### src/rtl/viterbi_decoder_pkg.sv
// conv_code_pkg: rate-1/2 K=3 code constants, trellis types and encoder parity model
package conv_code_pkg;
  localparam int K = 3;
  localparam logic [K-1:0] G0 = 3'b101;
  localparam logic [K-1:0] G1 = 3'b111;
  localparam int NUM_STATES = 1 << (K - 1);
  typedef logic [K-2:0] state_t;
  typedef enum logic {RUN, DRAIN} fsm_t;
  function automatic logic [1:0] exp_par(input state_t s, input logic u);
    return {^({u, s} & G0), ^({u, s} & G1)};
  endfunction
  function automatic logic [1:0] hamming2(input logic [1:0] x);
    return {1'b0, x[1]} + {1'b0, x[0]};
  endfunction
endpackage

### src/rtl/viterbi_decoder_if.sv
// viterbi_decoder_if: received-symbol handshake in, decoded-bit stream out
interface viterbi_decoder_if;
  logic [1:0] sym;
  logic sym_valid;
  logic sym_last;
  logic sym_ready;
  logic bit_out;
  logic bit_valid;
  logic bit_last;
  modport master (output sym, sym_valid, sym_last, input sym_ready, bit_out, bit_valid, bit_last);
  modport slave (input sym, sym_valid, sym_last, output sym_ready, bit_out, bit_valid, bit_last);
endinterface

### src/rtl/viterbi_decoder_acs.sv
// viterbi_acs: compare-select of two candidate path metrics for one trellis state
module viterbi_acs #(
  parameter int PM_W = 6
) (
  input  logic [PM_W-1:0] cand0_i,
  input  logic [PM_W-1:0] cand1_i,
  output logic [PM_W-1:0] pm_o,
  output logic            dec_o
);
  assign dec_o = cand1_i < cand0_i;
  assign pm_o = dec_o ? cand1_i : cand0_i;
endmodule

### src/rtl/viterbi_decoder.sv
// viterbi_decoder: hard-decision K=3 Viterbi decoder with register-exchange survivors
module viterbi_decoder
  import conv_code_pkg::*;
#(
  parameter int TB_DEPTH = 16,
  parameter int PM_W = 6
) (
  input logic clk,
  input logic rst,
  viterbi_decoder_if.slave bus
);
  localparam int CW = $clog2(TB_DEPTH);
  typedef logic [PM_W-1:0] pm_t;
  typedef logic [TB_DEPTH-1:0] sv_t;
  localparam pm_t PM_INIT = pm_t'(1) << (PM_W - 2);
  localparam pm_t PM_MSB = pm_t'(1) << (PM_W - 1);
  localparam pm_t PM_RST [NUM_STATES] = '{'0, PM_INIT, PM_INIT, PM_INIT};
  fsm_t state_q, state_d;
  pm_t pm_q [NUM_STATES];
  pm_t pm_d [NUM_STATES];
  pm_t pm_acs [NUM_STATES];
  pm_t pm_norm [NUM_STATES];
  sv_t surv_q [NUM_STATES];
  sv_t surv_d [NUM_STATES];
  sv_t surv_acs [NUM_STATES];
  logic [NUM_STATES-1:0] dec;
  logic [CW-1:0] cnt_q, cnt_d;
  logic bit_out_q, bit_out_d;
  logic bit_valid_q, bit_valid_d;
  logic bit_last_q, bit_last_d;
  logic norm;
  state_t best_new, best_cur;
  function automatic state_t best_of(input pm_t m [NUM_STATES]);
    state_t b = '0;
    for (int i = 1; i < NUM_STATES; i++) if (m[i] < m[b]) b = state_t'(i);
    return b;
  endfunction
  // next state n={b,a} is reached from {a,0} or {a,1} with input bit b
  for (genvar n = 0; n < NUM_STATES; n++) begin : g_acs
    localparam logic A = 1'(n % 2);
    localparam logic B = 1'(n / 2);
    pm_t c0, c1;
    sv_t sp;
    assign c0 = pm_q[{A, 1'b0}] + pm_t'(hamming2(bus.sym ^ exp_par({A, 1'b0}, B)));
    assign c1 = pm_q[{A, 1'b1}] + pm_t'(hamming2(bus.sym ^ exp_par({A, 1'b1}, B)));
    viterbi_acs #(.PM_W(PM_W)) u_acs (.cand0_i(c0), .cand1_i(c1), .pm_o(pm_acs[n]), .dec_o(dec[n]));
    assign sp = dec[n] ? surv_q[{A, 1'b1}] : surv_q[{A, 1'b0}];
    assign surv_acs[n] = {sp[TB_DEPTH-2:0], B};
  end
  always_comb begin
    norm = 1'b1;
    for (int i = 0; i < NUM_STATES; i++) norm &= pm_acs[i][PM_W-1];
    for (int i = 0; i < NUM_STATES; i++) pm_norm[i] = norm ? pm_acs[i] & ~PM_MSB : pm_acs[i];
  end
  assign best_new = best_of(pm_norm);
  assign best_cur = best_of(pm_q);
  // cnt_q is the fill count in RUN and the count of bits left to drain in DRAIN
  always_comb begin
    state_d = state_q;
    pm_d = pm_q;
    surv_d = surv_q;
    cnt_d = cnt_q;
    bit_out_d = 1'b0;
    bit_valid_d = 1'b0;
    bit_last_d = 1'b0;
    if (state_q == DRAIN) begin
      bit_valid_d = 1'b1;
      bit_out_d = surv_q[best_cur][cnt_q - CW'(1)];
      bit_last_d = cnt_q == CW'(1);
      cnt_d = cnt_q - CW'(1);
      if (bit_last_d) begin
        state_d = RUN;
        pm_d = PM_RST;
        surv_d = '{default: '0};
      end
    end else if (bus.sym_valid) begin
      pm_d = pm_norm;
      surv_d = surv_acs;
      bit_valid_d = cnt_q == CW'(TB_DEPTH - 1);
      bit_out_d = bit_valid_d & surv_acs[best_new][TB_DEPTH-1];
      cnt_d = bit_valid_d ? cnt_q : cnt_q + CW'(1);
      state_d = bus.sym_last ? DRAIN : RUN;
    end
  end
  always_ff @(posedge clk) begin
    if (rst) begin
      state_q <= RUN;
      pm_q <= PM_RST;
      surv_q <= '{default: '0};
      cnt_q <= '0;
      bit_out_q <= 1'b0;
      bit_valid_q <= 1'b0;
      bit_last_q <= 1'b0;
    end else begin
      state_q <= state_d;
      pm_q <= pm_d;
      surv_q <= surv_d;
      cnt_q <= cnt_d;
      bit_out_q <= bit_out_d;
      bit_valid_q <= bit_valid_d;
      bit_last_q <= bit_last_d;
    end
  end
  assign bus.sym_ready = state_q == RUN;
  assign bus.bit_out = bit_out_q;
  assign bus.bit_valid = bit_valid_q;
  assign bus.bit_last = bit_last_q;
endmodule

### src/flat_wrapper.sv
// flat-port wrapper written by rule: the top's interface ports become plain ports
module viterbi_decoder_flat import conv_code_pkg::*;
#(
  parameter int TB_DEPTH = 16,
  parameter int PM_W = 6
)
  (clk, rst, bus_sym, bus_sym_valid, bus_sym_last, bus_sym_ready, bus_bit_out, bus_bit_valid, bus_bit_last);
  viterbi_decoder_if bus_i ();
  input logic clk;
  input logic rst;
  input wire logic [$bits(bus_i.sym)-1:0] bus_sym;
  input wire logic [$bits(bus_i.sym_valid)-1:0] bus_sym_valid;
  input wire logic [$bits(bus_i.sym_last)-1:0] bus_sym_last;
  output wire logic [$bits(bus_i.sym_ready)-1:0] bus_sym_ready;
  output wire logic [$bits(bus_i.bit_out)-1:0] bus_bit_out;
  output wire logic [$bits(bus_i.bit_valid)-1:0] bus_bit_valid;
  output wire logic [$bits(bus_i.bit_last)-1:0] bus_bit_last;
  assign bus_i.sym = bus_sym;
  assign bus_i.sym_valid = bus_sym_valid;
  assign bus_i.sym_last = bus_sym_last;
  assign bus_sym_ready = bus_i.sym_ready;
  assign bus_bit_out = bus_i.bit_out;
  assign bus_bit_valid = bus_i.bit_valid;
  assign bus_bit_last = bus_i.bit_last;
  viterbi_decoder #(.TB_DEPTH(TB_DEPTH), .PM_W(PM_W)) u_core (.clk(clk), .rst(rst), .bus(bus_i));
endmodule
### config.mk
export PLATFORM = sky130hd
export DESIGN_NAME = viterbi_decoder_flat
export DESIGN_NICKNAME = d
export VERILOG_FILES = /design/src/rtl/viterbi_decoder_pkg.sv /design/src/rtl/viterbi_decoder_if.sv /design/src/rtl/viterbi_decoder_acs.sv /design/src/rtl/viterbi_decoder.sv /design/src/flat_wrapper.sv
export SDC_FILE = /design/constraint.sdc
export NUM_CORES = 1
export LEC_CHECK = 0
export CORE_ASPECT_RATIO = 1.1
export CORE_MARGIN = 2
export CORE_UTILIZATION = 40
export CTS_BUF_LIST = sky130_fd_sc_hd__clkbuf_16
export CTS_CLUSTER_DIAMETER = 100
export DETAILED_ROUTE_END_ITERATION = 12
export GPL_TIMING_DRIVEN = 0
export PLACE_DENSITY = 0.58
export SLEW_MARGIN = 20
export SYNTH_ARGS = -nofsm -noshare
export SYNTH_HDL_FRONTEND = slang
export SYNTH_SLANG_ARGS = --single-unit
### constraint.sdc
create_clock -name clk -period 13.4 [get_ports clk]
set_input_delay 2.68 -clock clk [delete_from_list [all_inputs] [get_ports clk]]
set_output_delay 2.68 -clock clk [all_outputs]
set_load 0.005 [all_outputs]
==> summary.txt <==
number of slew-limit violations in the final report -> 0
insertion delay of the later-clocked pin in the worst-skew pair -> 0.34 ns
number of antenna violations at the first check in global routing -> 0
vias in the first global route -> 6393
area share of the leading cell type in the synthesized netlist -> 24.5%
TritonCTS clock tree -> done
Clock Path Buffers -> 2
count of unique library cells instantiated by Yosys -> 72
DR iter-0 viols -> 543
number of synthesized register bits -> 90
effective utilization at floorplan -> 40.4%
leakage component of the power -> 3.21 nW
Worst Hold Depth -> 2
number of DRC violations after detailed routing -> 0
power per standard cell area -> 165 mW/mm²
largest clock skew in the final design -> 0.00923 ns
cell with the largest stage delay on the worst path -> sky130_fd_sc_hd__o41ai_4
Hold Path End -> u_core.surv_q[63]
number of warnings reported in the yosys synthesis log -> 0
proportion of synthesized area in mux cells -> 15.2%
result of the run -> complete, no violations
combinational family with the most area after synthesis -> compound AO/OA/AOI/OAI gates
hold-fix buffers at CTS -> 0
Worst path max stage delay -> 0.67 ns
die width -> 133 µm
cell type with the highest occurrence count on the critical path -> sky130_fd_sc_hd__ha_1
total iterations of the first detailed-routing run -> 5
slew of the pin with the lowest slew margin -> 0.987 ns
share of synthesized registers carrying an async set or reset -> 0%
HPWL after detailed placement -> 16900 µm
RD Place Congestion -> 0.912
top cells by area in the synthesized netlist -> sky130_fd_sc_hd__dfxtp_1 24%, sky130_fd_sc_hd__ha_1 12%, sky130_fd_sc_hd__mux2i_1 12%
Main synth FF type -> sky130_fd_sc_hd__dfxtp_1
post-synthesis cell count -> 921
GRT Util Overall -> 22.8%
most common cell after layout, fill and taps aside -> sky130_fd_sc_hd__nor2_1
total wirelength of the detailed-routed design -> 22100 µm
end of the worst register-to-register path -> u_core.bus.bit_out
syn_area_per_cell -> 7.99 µm²
first-pass GRT wire length -> 35100 µm
Post CTS Setup Buffer Count -> 0
commonest cells after routing, fill and taps aside -> 145 x sky130_fd_sc_hd__nor2_1, 107 x sky130_fd_sc_hd__a21oi_1, 90 x sky130_fd_sc_hd__dfxtp_1
netlist area before placement -> 0.00736 mm²
Critical R2R Launch -> u_core.pm_q[12]
top cell type by total area after synthesis -> sky130_fd_sc_hd__dfxtp_1
Buffers on Ports -> 7
maximum fanout along the worst path -> 10
clock-pin transition on the worst setup and hold timing paths -> 0.07 ns
setup total negative slack -> 0 ns
unrepaired setup endpoints after global routing -> false
number of enable-type register cells in the synthesized netlist -> 0
detail-routed via count per cell -> 5.63
share of the core filled with cells -> 43.9%
net count of the finished layout -> 1017
number of cells on the worst reg-to-reg path -> 35
Seq/Total Area, Yosys -> 24.5%
Die Height -> 146 µm
syn_nets -> 999
Achievable Freq -> 84.8 MHz
part of the cycle the worst path needs -> 88.0%
via count -> 6686
count of standard-cell rows -> 52
Max-cap violations -> 0
fraction of final layout cells with drive strength greater than 1 -> 6.36%
Worst Hold Launch -> u_core.surv_q[63]
simple-gate area share of the yosys netlist -> 16.7%
die area -> 0.0195 mm²
path type of the worst min-delay path -> reg -> reg
endpoint class of the critical path -> flip-flop
GR Overflow Total -> 0
Hold Vio Cnt, Final -> 0
data arrival time of the critical path -> 12.03 ns
DRT antenna net count -> 0
Worst setup SP type -> primary input
core outline area -> 0.0182 mm²
worst-case vdd ir drop -> 0.0615 mV
IO Pins -> 10
synth-to-layout area growth -> 8.66%
data required time of the critical path -> 13.64 ns
number of buffers created by CTS -> 9
clock sink total -> 90
flop2flop setup slack -> 4.63 ns
Post-Synth XOR/XNOR Area -> 5.36%
number of antenna repair diodes -> 0
critical path class -> in -> reg
Worst slew margin -> 33.3%
final setup vio count -> 0
CTS Root Buffer Type -> sky130_fd_sc_hd__clkbuf_16
synthesized-area fraction occupied by adder cells -> 12.2%
post-CTS resize count -> 0
largest net degree at the start of global routing -> 15
maximum level of the CTS H-tree -> 3
routed length per placed instance -> 18.6 µm
Synth Area in Compound Gates -> 20.5%
crit path time final -> 11.80 ns
-- flip-flops by register name, summed over array words and instances (netlist names) --
signal and count:
u_core.bus.bit_last 1, u_core.bus.bit_out 1, u_core.bus.bit_valid 1, u_core.cnt_q 4, u_core.pm_q 24, u_core.state_q 1, u_core.surv_q 58
-- worst max-delay path by stage --
stage	from	end	slack (ns)	depth (start not counted)
detailed placement	bus_sym[0]	u_core.bus.bit_out	1.36	38
global placement	bus_sym[0]	u_core.bus.bit_out	1.37	38
floorplan	bus_sym[0]	u_core.bus.bit_out	3.34	37
CTS	bus_sym[0]	u_core.bus.bit_out	1.72	38
global route	bus_sym[0]	u_core.bus.bit_out	1.07	38
finish	bus_sym[0]	u_core.bus.bit_out	1.60	38
-- critical path, delay by kind of cell --
family,cells,cell delay (ns)
adders and majority gates,6,1.95
AOI/OAI and AO/OA,20,4.44
xor gates and xnor gates,1,0.25
muxes,2,0.78
buffers and inverters,6,1.32
and+or+nand+nor,3,0.61
-- final cells by class --
cell class | instances | area, µm²
Fill cell | 1890 | 10200
Multi-Input combinational cell | 731 | 5160
Sequential cell | 90 | 1800
Tap cell | 243 | 304
Buffer | 60 | 248
Clock buffer | 9 | 225
Inverter | 40 | 150
Timing Repair Buffer | 7 | 70.1
Clock inverter | 7 | 37.5
-- synth_stat cells, types with 3 or more instances --
cell type                  number
sky130_fd_sc_hd__a211oi_1       4
sky130_fd_sc_hd__clkbuf_1      38
sky130_fd_sc_hd__a22oi_1        8
sky130_fd_sc_hd__nand3_1       26
sky130_fd_sc_hd__nor3_1         8
sky130_fd_sc_hd__nand4_1        5
sky130_fd_sc_hd__buf_1          8
sky130_fd_sc_hd__mux2_2        10
sky130_fd_sc_hd__and3_1         3
sky130_fd_sc_hd__nor2b_1       10
sky130_fd_sc_hd__a32oi_1        5
sky130_fd_sc_hd__and2_1         8
sky130_fd_sc_hd__inv_2          3
sky130_fd_sc_hd__nand2_1       47
sky130_fd_sc_hd__o311ai_0       3
sky130_fd_sc_hd__o211ai_1       8
sky130_fd_sc_hd__o21bai_1       3
sky130_fd_sc_hd__nor2_1       145
sky130_fd_sc_hd__o21a_1         9
sky130_fd_sc_hd__xor2_1        16
sky130_fd_sc_hd__inv_1         37
sky130_fd_sc_hd__o21ai_0       28
sky130_fd_sc_hd__nand2b_1       9
sky130_fd_sc_hd__a31oi_1        7
sky130_fd_sc_hd__dfxtp_1       90
sky130_fd_sc_hd__mux2i_1       88
sky130_fd_sc_hd__a21o_1        18
sky130_fd_sc_hd__mux4_2         5
sky130_fd_sc_hd__ha_1          72
sky130_fd_sc_hd__nand3b_1       3
sky130_fd_sc_hd__buf_2         12
sky130_fd_sc_hd__xnor2_1       29
sky130_fd_sc_hd__a21oi_1      107
-- cells by family after synthesis --
group           Yosys count
fa+ha+maj                72
xor+xnor                 45
compound gates          233
simple gates            277
flops                    90
buf+inv                 100
mux                     104
-- per-stage QoR --
| step | power, W | hold WS [ns] | worst slack (ns) | cells | cell area (µm²) |
|---|---|---|---|---|---|
| floorplan | 0.000890 | 0.445 | 3.34 | 921 | 7360 |
| global placement | 0.00107 | 0.463 | 1.37 | 1171 | 7730 |
| finish | 0.00132 | 0.486 | 1.60 | 1187 | 7990 |
| detailed placement | 0.00108 | 0.476 | 1.36 | 1171 | 7730 |
| CTS | 0.00131 | 0.484 | 1.72 | 1187 | 7990 |
| global route | 0.00142 | 0.525 | 1.07 | 1187 | 7990 |
-- power breakdown --
group	switching, W	total, W	internal [W]
logic	0.000482	0.000801	0.000319
registers	0.0000106	0.000288	0.000277
clock network	0.000108	0.000232	0.000123
total	0.000601	0.00132	0.000720
-- routing by layer --
metal | wire (µm) | vias up | part of all wire, % | global-route usage [%]
met5 | 0 | - | 0 | 0
li1 | - | 3303 | - | -
met1 | 9980 | 3186 | 45 | 29.6
met4 | 520 | 0 | 2.4 | 7.39
met3 | 851 | 31 | 3.9 | 2.15
met2 | 10800 | 166 | 49 | 39.6
(Power assumes the default switching activity.)
